**src/rtl/instr_fetch_if.sv**
```systemverilog
// Instruction-memory bus between the fetch stage and instruction memory.
//   imem_req   : fetch request (fetch -> memory)
//   imem_addr  : byte address of the request, word aligned (fetch -> memory)
//   imem_ack   : memory returns imem_rdata this cycle (memory -> fetch)
//   imem_rdata : instruction word, valid only with imem_ack (memory -> fetch)
// master = fetch stage side, slave = memory side.
interface instr_fetch_if;
  logic        imem_req;
  logic [31:0] imem_addr;
  logic        imem_ack;
  logic [31:0] imem_rdata;

  modport master (output imem_req, output imem_addr, input imem_ack, input imem_rdata);
  modport slave  (input imem_req, input imem_addr, output imem_ack, output imem_rdata);
endinterface

```
**src/rtl/instr_fetch.sv**
```systemverilog
// Instruction fetch stage: owns the PC, fetches over a req/ack handshake,
// presents the instruction in an output register backed by a one-entry skid
// buffer, and accepts redirects from execute.
// Ports:
//   clk, rst          : clock, synchronous active-high reset
//   imem (master)     : instruction memory req/addr/ack/rdata
//   i_stall           : decode cannot accept a new instruction this cycle
//   i_redirect        : taken branch/jump, flush in-flight work
//   i_redirect_pc     : new PC (bits[1:0] ignored)
//   o_instr_valid     : output register holds a real instruction
//   o_instr, o_opcode : instruction word and its [31:26] field
//   o_pc_out          : fetch address of o_instr
//   o_pc_plus4        : o_pc_out + 4
module instr_fetch #(
  parameter logic [31:0] PC_RESET = 32'h0000_0000
) (
  input  logic                 clk,
  input  logic                 rst,
  instr_fetch_if.master        imem,
  input  logic                 i_stall,
  input  logic                 i_redirect,
  input  logic [31:0]          i_redirect_pc,
  output logic                 o_instr_valid,
  output logic [31:0]          o_instr,
  output logic [5:0]           o_opcode,
  output logic [31:0]          o_pc_out,
  output logic [31:0]          o_pc_plus4
);

  typedef enum logic [1:0] {
    S_FETCH = 2'd0,
    S_HOLD  = 2'd1,
    S_DRAIN = 2'd2
  } state_t;

  state_t      r_state;
  logic [31:0] r_pc;
  logic [31:0] r_drain_addr;  // address of the request abandoned by a redirect
  logic        r_valid;
  logic [31:0] r_instr;
  logic [31:0] r_pc_out;
  logic [31:0] r_skid_instr;  // skid contents are meaningful only in S_HOLD
  logic [31:0] r_skid_pc;

  logic        w_can_accept;
  logic [31:0] w_redirect_pc;
  logic [31:0] w_pc_plus4;

  assign w_can_accept  = !r_valid || !i_stall;
  assign w_redirect_pc = i_redirect_pc & 32'hFFFF_FFFC;
  assign w_pc_plus4    = r_pc + 32'd4;

  always_ff @(posedge clk) begin
    if (rst) begin
      r_state      <= S_FETCH;
      r_pc         <= PC_RESET;
      r_drain_addr <= 32'd0;
      r_valid      <= 1'b0;
      r_instr      <= 32'd0;
      r_pc_out     <= 32'd0;
      r_skid_instr <= 32'd0;
      r_skid_pc    <= 32'd0;
    end else if (i_redirect) begin
      // Redirect beats everything else; any coincident response is dropped.
      r_pc         <= w_redirect_pc;
      r_valid      <= 1'b0;
      r_instr      <= 32'd0;
      r_skid_instr <= 32'd0;
      r_skid_pc    <= 32'd0;
      if (r_state != S_HOLD && !imem.imem_ack) begin
        // A request is still outstanding: keep it alive until it acks.
        r_state <= S_DRAIN;
        if (r_state == S_FETCH) begin
          r_drain_addr <= r_pc;
        end
      end else begin
        r_state <= S_FETCH;
      end
    end else begin
      case (r_state)
        S_FETCH: begin
          if (imem.imem_ack) begin
            r_pc <= w_pc_plus4;
            if (w_can_accept) begin
              r_instr  <= imem.imem_rdata;
              r_pc_out <= r_pc;
              r_valid  <= 1'b1;
            end else begin
              r_skid_instr <= imem.imem_rdata;
              r_skid_pc    <= r_pc;
              r_state      <= S_HOLD;
            end
          end else if (r_valid && !i_stall) begin
            // Consumed with nothing to replace it: present a NOP.
            r_valid <= 1'b0;
            r_instr <= 32'd0;
          end
        end
        S_HOLD: begin
          if (!i_stall) begin
            r_instr  <= r_skid_instr;
            r_pc_out <= r_skid_pc;
            r_valid  <= 1'b1;
            r_state  <= S_FETCH;
          end
        end
        S_DRAIN: begin
          // Stale response is discarded; r_pc already holds the new target.
          if (imem.imem_ack) begin
            r_state <= S_FETCH;
          end
        end
        default: r_state <= S_FETCH;
      endcase
    end
  end

  assign imem.imem_req  = !rst && (r_state == S_FETCH || r_state == S_DRAIN);
  assign imem.imem_addr = (r_state == S_DRAIN) ? r_drain_addr : r_pc;

  assign o_instr_valid = r_valid;
  assign o_instr       = r_instr;
  assign o_opcode      = r_instr[31:26];
  assign o_pc_out      = r_pc_out;
  assign o_pc_plus4    = r_pc_out + 32'd4;

endmodule

```
**src/flat_wrapper.sv**
```systemverilog
// flat-port wrapper written by rule: the top's interface ports become plain ports
module instr_fetch_flat 
#(
  parameter logic [31:0] PC_RESET = 32'h0000_0000
)
  (clk, rst, i_stall, i_redirect, i_redirect_pc, o_instr_valid, o_instr, o_opcode, o_pc_out, o_pc_plus4, imem_imem_req, imem_imem_addr, imem_imem_ack, imem_imem_rdata);
  instr_fetch_if imem_i ();
  input  logic clk;
  input  logic rst;
  input  logic i_stall;
  input  logic i_redirect;
  input  logic [31:0] i_redirect_pc;
  output logic o_instr_valid;
  output logic [31:0] o_instr;
  output logic [5:0] o_opcode;
  output logic [31:0] o_pc_out;
  output logic [31:0] o_pc_plus4;
  output wire logic [$bits(imem_i.imem_req)-1:0] imem_imem_req;
  output wire logic [$bits(imem_i.imem_addr)-1:0] imem_imem_addr;
  input wire logic [$bits(imem_i.imem_ack)-1:0] imem_imem_ack;
  input wire logic [$bits(imem_i.imem_rdata)-1:0] imem_imem_rdata;
  assign imem_imem_req = imem_i.imem_req;
  assign imem_imem_addr = imem_i.imem_addr;
  assign imem_i.imem_ack = imem_imem_ack;
  assign imem_i.imem_rdata = imem_imem_rdata;
  instr_fetch #(.PC_RESET(PC_RESET)) u_core (.clk(clk), .rst(rst), .imem(imem_i), .i_stall(i_stall), .i_redirect(i_redirect), .i_redirect_pc(i_redirect_pc), .o_instr_valid(o_instr_valid), .o_instr(o_instr), .o_opcode(o_opcode), .o_pc_out(o_pc_out), .o_pc_plus4(o_pc_plus4));
endmodule
```
**config.mk**
```make
export PLATFORM = sky130hd
export DESIGN_NAME = instr_fetch_flat
export DESIGN_NICKNAME = d
export VERILOG_FILES = /design/src/rtl/instr_fetch_if.sv /design/src/rtl/instr_fetch.sv /design/src/flat_wrapper.sv
export SDC_FILE = /design/constraint.sdc
export NUM_CORES = 1
export LEC_CHECK = 0
export BUFFER_PORTS_ARGS = -buffer_cell sky130_fd_sc_hd__clkbuf_2
export CAP_MARGIN = 0
export CORE_ASPECT_RATIO = 0.5
export CORE_MARGIN = 2
export CORE_UTILIZATION = 35
export DETAILED_ROUTE_END_ITERATION = 10
export GPL_ROUTABILITY_DRIVEN = 0
export GPL_TIMING_DRIVEN = 0
export HOLD_SLACK_MARGIN = 0.03
export SYNTH_ARGS = -nofsm -noshare
export SYNTH_HDL_FRONTEND = slang
export SYNTH_SLANG_ARGS = --single-unit
```
**constraint.sdc**
```tcl
create_clock -name clk -period 2 [get_ports clk]
set_clock_uncertainty 0.1 [all_clocks]
set_input_delay 0 -clock clk [delete_from_list [all_inputs] [get_ports clk]]
set_output_delay 0 -clock clk [all_outputs]
set_load 0.02 [all_outputs]
```
* After elaboration in Yosys (flattened, before gate mapping)
Cells that the tools add are included.
** Storage, ports and cells
- Output and inout port bits :: 136
- Register bits after elaboration :: 195
- Bits of input ports :: 69
- Logic and storage cells :: 71
** Operators by class
- Bitwise logic cells :: 2
- Reduce and logical (&&, ||, !) cells :: 21
- Multiplexer cells :: 25
- Equal/unequal tests :: 12
- Add/subtract/negate cells :: 2
** Operator list (number)
- two-way mux 32 bit :: 11
- one-hot mux 32 bit (2 select lines) :: 2
- adder 32 x 3 -> 32 bit, second input constant :: 2
- two-way mux 2 bit :: 6
- != test 3 bit, second input constant :: 4
- AND reduction 4 bit :: 2
- != test 3 x 2 -> 1 bit, second input constant :: 2
- one-hot mux 2 bit (3 select lines) :: 1
- AND reduction 3 bit :: 2
- nonzero test 2 bit :: 3
- AND reduction 5 bit :: 1
- zero test 1 bit :: 4
- two-way mux 1 bit :: 4
- != test 2 x 1 -> 1 bit, second input constant :: 2
- != test 2 bit, second input constant :: 2
- AND reduction 2 bit :: 2
- logical AND 1 bit :: 3
- equality test 2 x 1 -> 1 bit, second input constant :: 1
- equality test 2 bit, second input constant :: 1
- zero test 2 bit :: 1
- logical OR 1 bit :: 2
- NOT 1 bit :: 2
- one-hot mux 1 bit (2 select lines) :: 1
- OR reduction 2 bit :: 1

* Depth between registers and ports, before layout
Gate-level depths: netlist of the first run.
- Word-level depth :: 6
- Gate-level depth with buffers :: 6
- Gate-level depth less buffers :: 5

* Worst setup path after synthesis of the first run
Ideal clock, no wire load.
- Kind :: register to output
- Start :: register u_core.r_pc_out[2], in the netlist u_core.o_pc_out[2]
- End :: output o_pc_plus4[20]
- Path buffers :: 0
- Data required time :: 1.900 ns
- Cell stages (with the launch flop) :: 6
- Path slack :: -0.281 ns
- Data arrival time :: 2.181 ns
- Path through :: dfxtp_1 -> ha_1 -> and4_1 -> nor4b_1 -> nand4_1 -> xnor2_1
** On the way
- Cells in the longest elaborated chain, start to end :: 1
** RTL lines
- from (decl) :: line instr_fetch.sv:41 : logic [31:0] r_pc_out;
- from (signal assigned) :: line instr_fetch.sv:86 : r_pc_out <= r_pc;
- from (signal assigned) :: line instr_fetch.sv:102 : r_pc_out <= r_skid_pc;
- adder 32 x 3 -> 32 bit :: line instr_fetch.sv:125 : assign o_pc_plus4 = r_pc_out + 32'd4;
- to (decl) :: line flat_wrapper.sv:17 : output logic [31:0] o_pc_plus4;
No other way between the ends.

* Final worst setup path of the first run
- Start :: register u_core.r_pc_out[3], in the netlist u_core.o_pc_out[3]
- End :: output o_pc_plus4[26]
The elaborated chain is that of the path after synthesis.

==> run metrics, run 1 <==
total wire length=32600 µm; r2r worst-path depth=5; sequential area share after synthesis=42.4%; Cells after Synth=1138; layout cell share with drive strength beyond 1=32.1%; Horiz. Die Dim=229 µm; crit path launch=u_core.o_pc_out[3]$_SDFFE_PP0P_; Slew Viols, Final=0; antenna cell count=0; LEAKAGE=5.26 nW; Startpoint Class=flip-flop; PwrDens=686 mW/mm²; Area Overhead vs Synth=50.8%; starting density of the core=35.3%; Core Area=0.0250 mm²; kind of critical path=flip-flop to output port; I/O Buffers=195; Die ar.=0.0266 mm²; clock transition at the registers of the reported paths=0.07 ns; Total Power=9.14 mW; vias in the first global route=9024; Final Hold Vio Count=0; Die Span Y=116 µm; Num CTS Buffers=17; I/O pin count=205; Slew headroom=53.8%; CTS Root Cell=clkbuf_16; Core Util, Final=53.3%; fillers=2302; number of routed nets with antenna violations=0; Std-Cell Rows=41; Req. time, crit path=1.90 ns; Avg Cell Area, Syn=7.76 µm²; final non-filler cell area=0.0133 mm²; WL per Instance=17.7 µm; crit path capture type=output port; EDFF count, synth=0; FMAX=463 MHz; clock latency on the worst-skew pair=0.45 ns; Async S/R FF share, synth=0%; ys flop type=dfxtp_1; post-DP HPWL=21700 µm; hold wc startpoint=imem_imem_ack; status=finished, violations left; pre-CTS WS=-0.704 ns; CTS tree=built; first-pass GRT wire length=48800 µm; Clock Tree Buf Depth=2; mapped cell area=0.00883 mm²; # H-tree levels=4; pin count of the biggest net entering global routing=17; vias post-DR=9716; Residual DRC=0; cell area after placement=0.0103 mm²; min Tclk post-route=2.16 ns; Netlist cell types=49; commonest non-fill, non-tap cell in the layout=nand2_1; Congestion Overflow GR=0; failing checks=negative setup slack; Max rail drop VDD=590 µV; Critical Path AT=2.06 ns; FF+latch count, synth=187; synth warn=0; DR vias/cell=5.29; worst hold path class=input port to flip-flop; worst setup margin=-0.161 ns; maxcap violations=0; Least-Margin Pin Slew=0.693 ns; NumNets Final=1552; antenna violations before repair=0; Crit Path Max Fanout=6; RSZ-0062 raised after global routing=true; final setup fails=26; fin crit share=108%; Hold Path Stages=5; commonest non-fill, non-tap cells in the layout=299 x nand2_1, 173 x clkbuf_2, 150 x dfxtp_1; total global-route track usage=23.5%; worst r2r src=u_core.r_pc[19]$_SDFFE_PP0P_; DRT iter0 DRCs=718; clk sink count=187; Hold WS=0.0832 ns; DRT Pass-1 Iters=7
-- metrics by stage --
| step | setup TNS [ns] | instances |
|---|---|---|
| finish | -1.03 | 1838 |
| global placement | -83.80 | 1682 |
| global route | -3.71 | 1838 |
| floorplan | -0.0704 | 1143 |
| CTS | -1.89 | 1819 |
| detailed placement | -95.00 | 1682 |
-- per-layer routing --
metal / up-vias / share of wire, % / wire, µm / GRT usage [%]
met2: 353 / 49 / 15900 / 40.4
met4: 0 / 2.6 / 858 / 9.89
met5: - / 0 / 0 / 0
met3: 69 / 6.0 / 1940 / 4.00
met1: 4624 / 43 / 14000 / 29.7
li1: 4670 / - / - / -
-- registers in the layout, indices dropped and copies added (netlist names) --
register,flops
u_core.r_drain_addr,30
u_core.o_instr_valid,1
u_core.r_skid_instr,32
u_core.o_instr,32
u_core.o_pc_out,30
u_core.r_skid_pc,30
u_core.r_state,2
u_core.r_pc,30
-- critical path, stage by stage, from the launching register on --
cell,delay (ns)
dfxtp_4,0.37
ha_4,0.13
and4_4,0.22
nor4b_4,0.21
buf_6,0.17
nand4_1,0.15
xnor2_2,0.20
clkbuf_8,0.18
-- final timing paths --
check                                      endpoint  slack [ns]
setup / recovery                     o_pc_plus4[26]       -0.16
hold / removal         u_core.r_pc[25]$_SDFFE_PP0P_        0.08
setup reg to reg       u_core.r_pc[22]$_SDFFE_PP0P_       -0.07
hold reg to reg   u_core.r_skid_pc[13]$_SDFFE_PP0P_        0.36
-- final cells by class --
class | instances | area [µm²] | area share (%)
clock buffer | 20 | 457 | 3.43
sequential | 187 | 3840 | 28.9
tap | 344 | 430 | 3.23
clock inverter | 12 | 113 | 0.846
timing repair buffer | 330 | 2630 | 19.7
buffer | 105 | 667 | 5.01
multi-input combinational | 830 | 5140 | 38.6
inverter | 10 | 37.5 | 0.282
-- synth_stat cells (5+ instances only) --
master,number,area share (%)
xor2_1,13,1.3
nand4_1,25,1.8
nand2_1,302,13
inv_1,10,0.43
and3_1,13,0.92
and4_1,14,1.4
or4_1,5,0.43
dfxtp_1,187,42
nor2_1,86,3.7
nand3_1,56,3.2
and2_1,5,0.35
or3_1,5,0.35
o21ai_0,14,0.79
a311oi_1,68,6.7
xnor2_1,24,2.4
a211oi_1,10,0.85
nor4_1,10,0.71
buf_2,8,0.45
nor3_1,8,0.45
mux2_2,27,3.4
buf_4,15,1.3
clkbuf_1,91,3.9
a21oi_1,95,5.4
-- where the power goes --
part | total [mW] | internal, mW | switching [mW]
clock | 3.36 | 1.79 | 1.56
sequential | 4.06 | 3.86 | 0.191
combinational | 1.73 | 0.780 | 0.946
-- kinds of logic (layout without fill, tap and decap cells) --
logic type | Yosys count | after routing | synth area share [%]
compound gates | 213 | 213 | 16.4
flops | 187 | 187 | 42.4
other cells | 1 | 6 | 0.0425
xor+xnor | 37 | 37 | 3.67
buf+inv | 126 | 477 | 6.11
mux | 27 | 27 | 3.44
fa+ha+maj | 2 | 2 | 0.283
simple gates | 545 | 545 | 27.7
-- timing repair --
action | 4_1_cts | 5_1_grt
setup buffers | 40 | 26
hold buffers | 66 | 0
gates resized for setup | 235 | 153
cloned | 3 | 0
hold endpoints to repair | 96 | 0
endpoints found under the setup margin | 231 | 175
pin swaps | 34 | 36
No activity file was read; power rests on OpenSTA's default activity.
==> run 2, diff against run 1 <==
Settings changed: CORE_ASPECT_RATIO 0.5 to 1.2, CTS_CLUSTER_SIZE set to 28.
==> run metrics, run 2 (synthesized netlist as in run 1, its figures left out) <==
status=finished, violations left; failing checks=negative setup slack; Die Span Y=178 µm (+53%); NumNets Final=1555 (+0.19%); min Tclk post-route=2.16 ns (+0.000813 ns); I/O Buffers=195 (unchanged); GR met2 Demand/Resource=39.9% (-0.52 points); Num CTS Buffers=17 (unchanged); DRT Pass-1 Iters=5 (-2); Hold WS=0.0401 ns (-0.0431 ns); pin count of the biggest net entering global routing=17 (unchanged); crit-path most repeated cell=or4_4; CP delay by family, top=simple AND/OR/NAND/NOR gates; Crit Path Max Fanout=9 (+3); CTS Root Cell=clkbuf_16; commonest non-fill, non-tap cell in the layout=nand2_1; crit path capture type=flip-flop; Std-Cell Rows=63 (+54%); Reg2Reg Capture Point=u_core.r_pc[22]$_SDFFE_PP0P_; Max rail drop VDD=653 µV (+11%); Final Hold Vio Count=0 (unchanged); DRT iter0 DRCs=734 (+2.2%); Horiz. Die Dim=149 µm (-35%); Core Area=0.0248 mm² (-0.93%); Startpoint Class=flip-flop; vias post-DR=9739 (+0.24%); worst hold path class=input port to flip-flop; CP Depth=5 (-2); antenna violations before repair=1 (+1); # H-tree levels=4 (unchanged); DR vias/cell=5.34 (+1.1%); Slew headroom=50.1% (-3.7 points); clock transition at the registers of the reported paths=0.07 ns (about the same); total global-route track usage=23.7% (+0.19 points); Clock Tree Buf Depth=2 (unchanged); Critical Path AT=2.39 ns (+0.33 ns); PwrDens=693 mW/mm² (+1.0%); GR Util met3=4.45% (+0.45 points); clk sink count=187 (unchanged); fin crit share=108% (about the same); first-pass GRT wire length=49400 µm (+1.1%); maxcap violations=0 (unchanged); WL per Instance=17.6 µm (-0.82%); commonest non-fill, non-tap cells in the layout=297 x nand2_1, 173 x clkbuf_2, 145 x dfxtp_1; crit path launch=u_core.r_pc[15]$_SDFFE_PP0P_; Least-Margin Pin Slew=0.749 ns (+0.0560 ns); total wire length=32100 µm (-1.6%); worst r2r src=u_core.r_pc[15]$_SDFFE_PP0P_; RSZ-0062 raised after global routing=true; final setup fails=43 (+65%); Slew Viols, Final=0 (unchanged); CP cell instances=buf_6 -> nand4_1 -> or4_4 -> or4_4 -> a311oi_2; Buf+Inv Stages, Crit Path=1 (-1); worst setup path end=u_core.r_pc[22]$_SDFFE_PP0P_; I/O pin count=205 (unchanged); number of routed nets with antenna violations=0 (unchanged); kind of critical path=flip-flop to flip-flop; worst setup margin=-0.162 ns (-0.000813 ns); Area Overhead vs Synth=50.1%; r2r worst-path depth=5 (unchanged); Die ar.=0.0265 mm² (-0.27%); setup_tns=-1.93 ns (-0.904 ns); GRT busiest layer=met2; Req. time, crit path=2.23 ns (+0.33 ns); Crit path largest cell delay=0.53 ns (+0.16 ns); starting density of the core=35.7% (+0.33 points); setup slack, reg-to-reg=-0.16 ns (-0.09 ns); Congestion Overflow GR=0 (unchanged); layout cell share with drive strength beyond 1=32.7% (+0.54 points); grt met1 use=29.9% (+0.22 points); Critical-path top delay cell=or4_4; post-DP HPWL=21200 µm (-2.1%); Hold Path Stages=3 (-2); CTS tree=built; LEAKAGE=5.27 nW (+0.12%); vias in the first global route=9194 (+1.9%); clock latency on the worst-skew pair=0.43 ns (-0.02 ns); Residual DRC=0 (unchanged); FMAX=463 MHz (about the same)
==> run 2: cell count changes in the layout (fill, tap and decap cells not counted), moves of 4 or more <==
cell and change:
dfxtp_1 -5, buf_4 +12, nand3_2 +5, clkbuf_4 -6, a311oi_2 -5, a311oi_1 +5, nand3_4 -4, clkbuf_8 -7
dfxtp_2 +7
==> run 2: repair_timing <==
| action | in CTS | in global routing |
|---|---|---|
| setup buffers | 41 | 28 |
| endpoints found under the setup margin | 230 | 190 |
| gates resized for setup | 235 | 151 |
| endpoints found under the hold margin | 96 | 0 |
| gates cloned | 3 | 0 |
| pin swaps | 22 | 27 |
| hold buffers | 65 | 0 |
==> run 2: metal layers <==
metal | part of all wire [%] | wire [µm]
met5 | 0 | 0
met4 | 2.9 | 933
met3 | 6.4 | 2060
met2 | 49 | 15600
met1 | 42 | 13500
==> run 2: where the power goes <==
part           leakage (nW)  internal, mW  total, mW  switching, mW
Sequential             1.54          3.87       4.05          0.182
Clock                 0.288          1.89       3.42           1.53
Combinational          3.43         0.776       1.72          0.945
Total                  5.27          6.53       9.19           2.66
==> run 2: cell type report <==
class	count	area, µm²
Fill cell	2309	11500
Multi-Input combinational cell	830	5100
Sequential cell	187	3850
Timing Repair Buffer	331	2600
Buffer	107	676
Clock buffer	19	443
Tap cell	325	407
Clock inverter	13	140
Inverter	10	37.5
Antenna cell	1	2.50
==> run 2: how the worst min path moves through the flow <==
stage,startpoint,endpoint,slack [ns]
floorplan,imem_imem_rdata[0],u_core.r_skid_instr[0]$_SDFFE_PP0P_,0.04
global placement,imem_imem_rdata[28],u_core.r_skid_instr[28]$_SDFFE_PP0P_,0.14
detailed placement,imem_imem_rdata[25],u_core.r_skid_instr[25]$_SDFFE_PP0P_,0.15
CTS,imem_imem_ack,u_core.r_pc[4]$_SDFFE_PP0P_,0.08
global route,i_redirect,u_core.r_pc[21]$_SDFFE_PP0P_,0.05
finish,i_redirect,u_core.r_pc[21]$_SDFFE_PP0P_,0.04
==> run 2: per-stage QoR <==
step                      cell area, µm²  power (mW)  instances  setup WS (ns)  utilization (%)
after floorplan                     8940        4.89       1143        -0.0475                -
after global placement             10300        5.39       1663         -0.541             41.7
after detailed placement           10300        5.40       1663         -0.578             41.7
after CTS                          12700        9.10       1798         -0.194             51.4
after global routing               13300        9.52       1823         -0.254             53.5
final                              13300        9.19       1823         -0.162             53.5
==> run 2: worst min-delay path, stage by stage <==
cell and delay, ns:
clkbuf_2 0.29, nand2b_1 0.10, o311a_1 0.13
==> run 3, diff against run 2 <==
Settings changed: GPL_TIMING_DRIVEN 0 to not set.
==> run metrics, run 3 (synthesized netlist as in run 1, its figures left out) <==
sw frac=29.6% (+0.62 points); post-DP HPWL=18700 µm (-12%); Reg area=0.00378 mm² (-1.7%); Multi-input gate area=0.00493 mm² (-3.4%); # H-tree levels=4 (unchanged); PwrDens=712 mW/mm² (+2.7%); pin count of the biggest net entering global routing=75 (+58); Area Overhead vs Synth=42.4%; Core Area=0.0248 mm² (unchanged); CTS tree=built; clk sink count=187 (unchanged); total global-route track usage=21.8% (-1.8 points); Int Pwr=6.30 mW (-3.5%); Die ar.=0.0265 mm² (unchanged); commonest non-fill, non-tap cells in the layout=299 x nand2_1, 172 x clkbuf_2, 166 x dfxtp_1; NumNets Final=1491 (-4.1%); met2 WL post-DR=14700 µm (-5.7%); pre-CTS WS=0.0158 ns (+0.594 ns); Std-Cell Rows=63 (unchanged); FMAX=461 MHz (-0.36%); Final Hold Vio Count=0 (unchanged); Max rail drop VDD=623 µV (-4.6%); Req. time, crit path=1.90 ns (-0.33 ns); Slew Viols, Final=0 (unchanged); vias in the first global route=8684 (-5.5%); max layer used=met4; Critical Path AT=2.07 ns (-0.32 ns); worst setup margin=-0.170 ns (-0.00791 ns); Total Power=8.94 mW (-2.6%); I/O Buffers=196 (+0.51%); antenna cell count=0 (-1); maxcap violations=0 (unchanged); hold wc startpoint=i_redirect; Startpoint Class=flip-flop; worst r2r src=u_core.r_state[1]$_SDFFE_PP0P_; setup slack, reg-to-reg=0 ns (+0.16 ns); Num CTS Buffers=17 (unchanged); clock latency on the worst-skew pair=0.45 ns (+0.02 ns); fillers=2370 (+2.6%); cell area after placement=0.0106 mm² (+2.8%); Comb pwr share=17.5% (-1.2 points); Congestion Overflow GR=0 (unchanged); RSZ-0062 raised after global routing=true; Core Util, Final=50.8% (-2.8 points); starting density of the core=35.7% (unchanged); Horiz. Die Dim=149 µm (unchanged); layout cell share with drive strength beyond 1=30.3% (-2.4 points); I/O pin count=205 (unchanged); final non-filler cell area=0.0126 mm² (-5.2%); first-pass GRT wire length=45700 µm (-7.5%); WL per Instance=16.9 µm (-3.7%); status=finished, violations left; DRT Pass-1 Iters=5 (unchanged); total wire length=29800 µm (-7.1%); final setup fails=13 (-70%); r2r worst-path depth=5 (unchanged); fin crit share=108% (+0.40 points); clock power share=37.7% (+0.5 points); worst hold path class=input port to flip-flop; vias post-DR=9314 (-4.4%); DRT iter0 DRCs=732 (-0.27%); WL met3=1830 µm (-11%); Reg2Reg Capture Point=u_core.r_pc[15]$_SDFFE_PP0P_; failing checks=negative setup slack; number of routed nets with antenna violations=0 (unchanged); kind of critical path=flip-flop to output port; Residual DRC=0 (unchanged); min Tclk post-route=2.17 ns (+0.00791 ns); clock transition at the registers of the reported paths=0.08 ns (about the same); Clock Tree Buf Depth=2 (unchanged); Hold Path Stages=4 (+1); Die Span Y=178 µm (unchanged); crit path capture type=output port; Crit Path Max Fanout=6 (-3); commonest non-fill, non-tap cell in the layout=nand2_1; met1 WL=12600 µm (-6.6%); antenna violations before repair=0 (-1); sequential power share=44.8% (+0.7 points); DR vias/cell=5.30 (-0.83%); sw power=2.64 mW (-0.55%); LEAKAGE=4.96 nW (-5.9%); CTS Root Cell=clkbuf_16; hold endpoint=u_core.r_pc[31]$_SDFFE_PP0P_
==> run 3: cell count changes in the layout (fill, tap and decap cells not counted), sizes merged <==
cell,previous run,this run
clkbuf,250,195
buf,142,127
dlygate4sd3,65,70
clkinv,7,4
inv,13,16
clkinvlp,1,3
bufinv,2,1
diode,1,0
==> run 3: worst max-delay path by stage <==
stage,startpoint,to,slack (ns)
floorplan,u_core.o_pc_out[2]$_SDFFE_PP0P_,o_pc_plus4[20],-0.05
global placement,u_core.r_state[1]$_SDFFE_PP0P_,u_core.r_pc[19]$_SDFFE_PP0P_,0.05
detailed placement,u_core.o_pc_out[3]$_SDFFE_PP0P_,o_pc_plus4[20],0.02
CTS,u_core.o_pc_out[3]$_SDFFE_PP0P_,o_pc_plus4[20],-0.21
global route,u_core.o_pc_out[3]$_SDFFE_PP0P_,o_pc_plus4[26],-0.29
finish,u_core.o_pc_out[3]$_SDFFE_PP0P_,o_pc_plus4[26],-0.17
==> run 3: per-stage QoR <==
step,cells,TNS [ns],hold WS (ns)
floorplan,1143,-0.0704,0.0360
global placement,1633,0,0.145
detailed placement,1633,0,0.145
CTS,1743,-1.80,0.0423
global route,1758,-2.85,0.0761
finish,1758,-0.998,0.0489
==> run 3: worst max-delay path, stage by stage, from the launching register on <==
cell	delay, ns
dfxtp_2	0.36
ha_4	0.14
and4_4	0.25
nor4b_4	0.23
buf_6	0.17
nand4_1	0.15
xnor2_2	0.16
buf_4	0.16
==> run 3: timing repair <==
action | 4_1_cts | 5_1_grt
cloned | 1 | 5
hold buffers | 70 | 0
endpoints found under the hold margin | 103 | 0
resized for setup | 46 | 86
endpoints found under the setup margin | 50 | 80
buffers inserted | 7 | 10
pin swaps | 12 | 26
==> run 3: area by class of cell <==
cell class	instances	area share, %
clock buffers	18	3.49
clock inverters	14	1.08
inverters	10	0.299
multi-input cells	830	39.2
flip-flops and latches	187	30.1
well taps	325	3.24
repair buffers	374	22.6
==> run 3: per-layer routing <==
metal	vias to the layer above	track usage [%]
met3	45	4.04
met2	304	38.0
met5	-	0
li1	4542	-
met4	0	7.06
met1	4423	27.3
==> run 3: power by group through the flow <==
stage,Sequential (mW),Clock [mW],Combinational [mW]
after global placement,4.08,0,1.35
after detailed placement,4.09,0,1.36
after floorplan,4.16,0,0.737
final,4.01,3.37,1.56
after CTS,4.00,3.44,1.50
after global routing,4.03,3.59,1.69
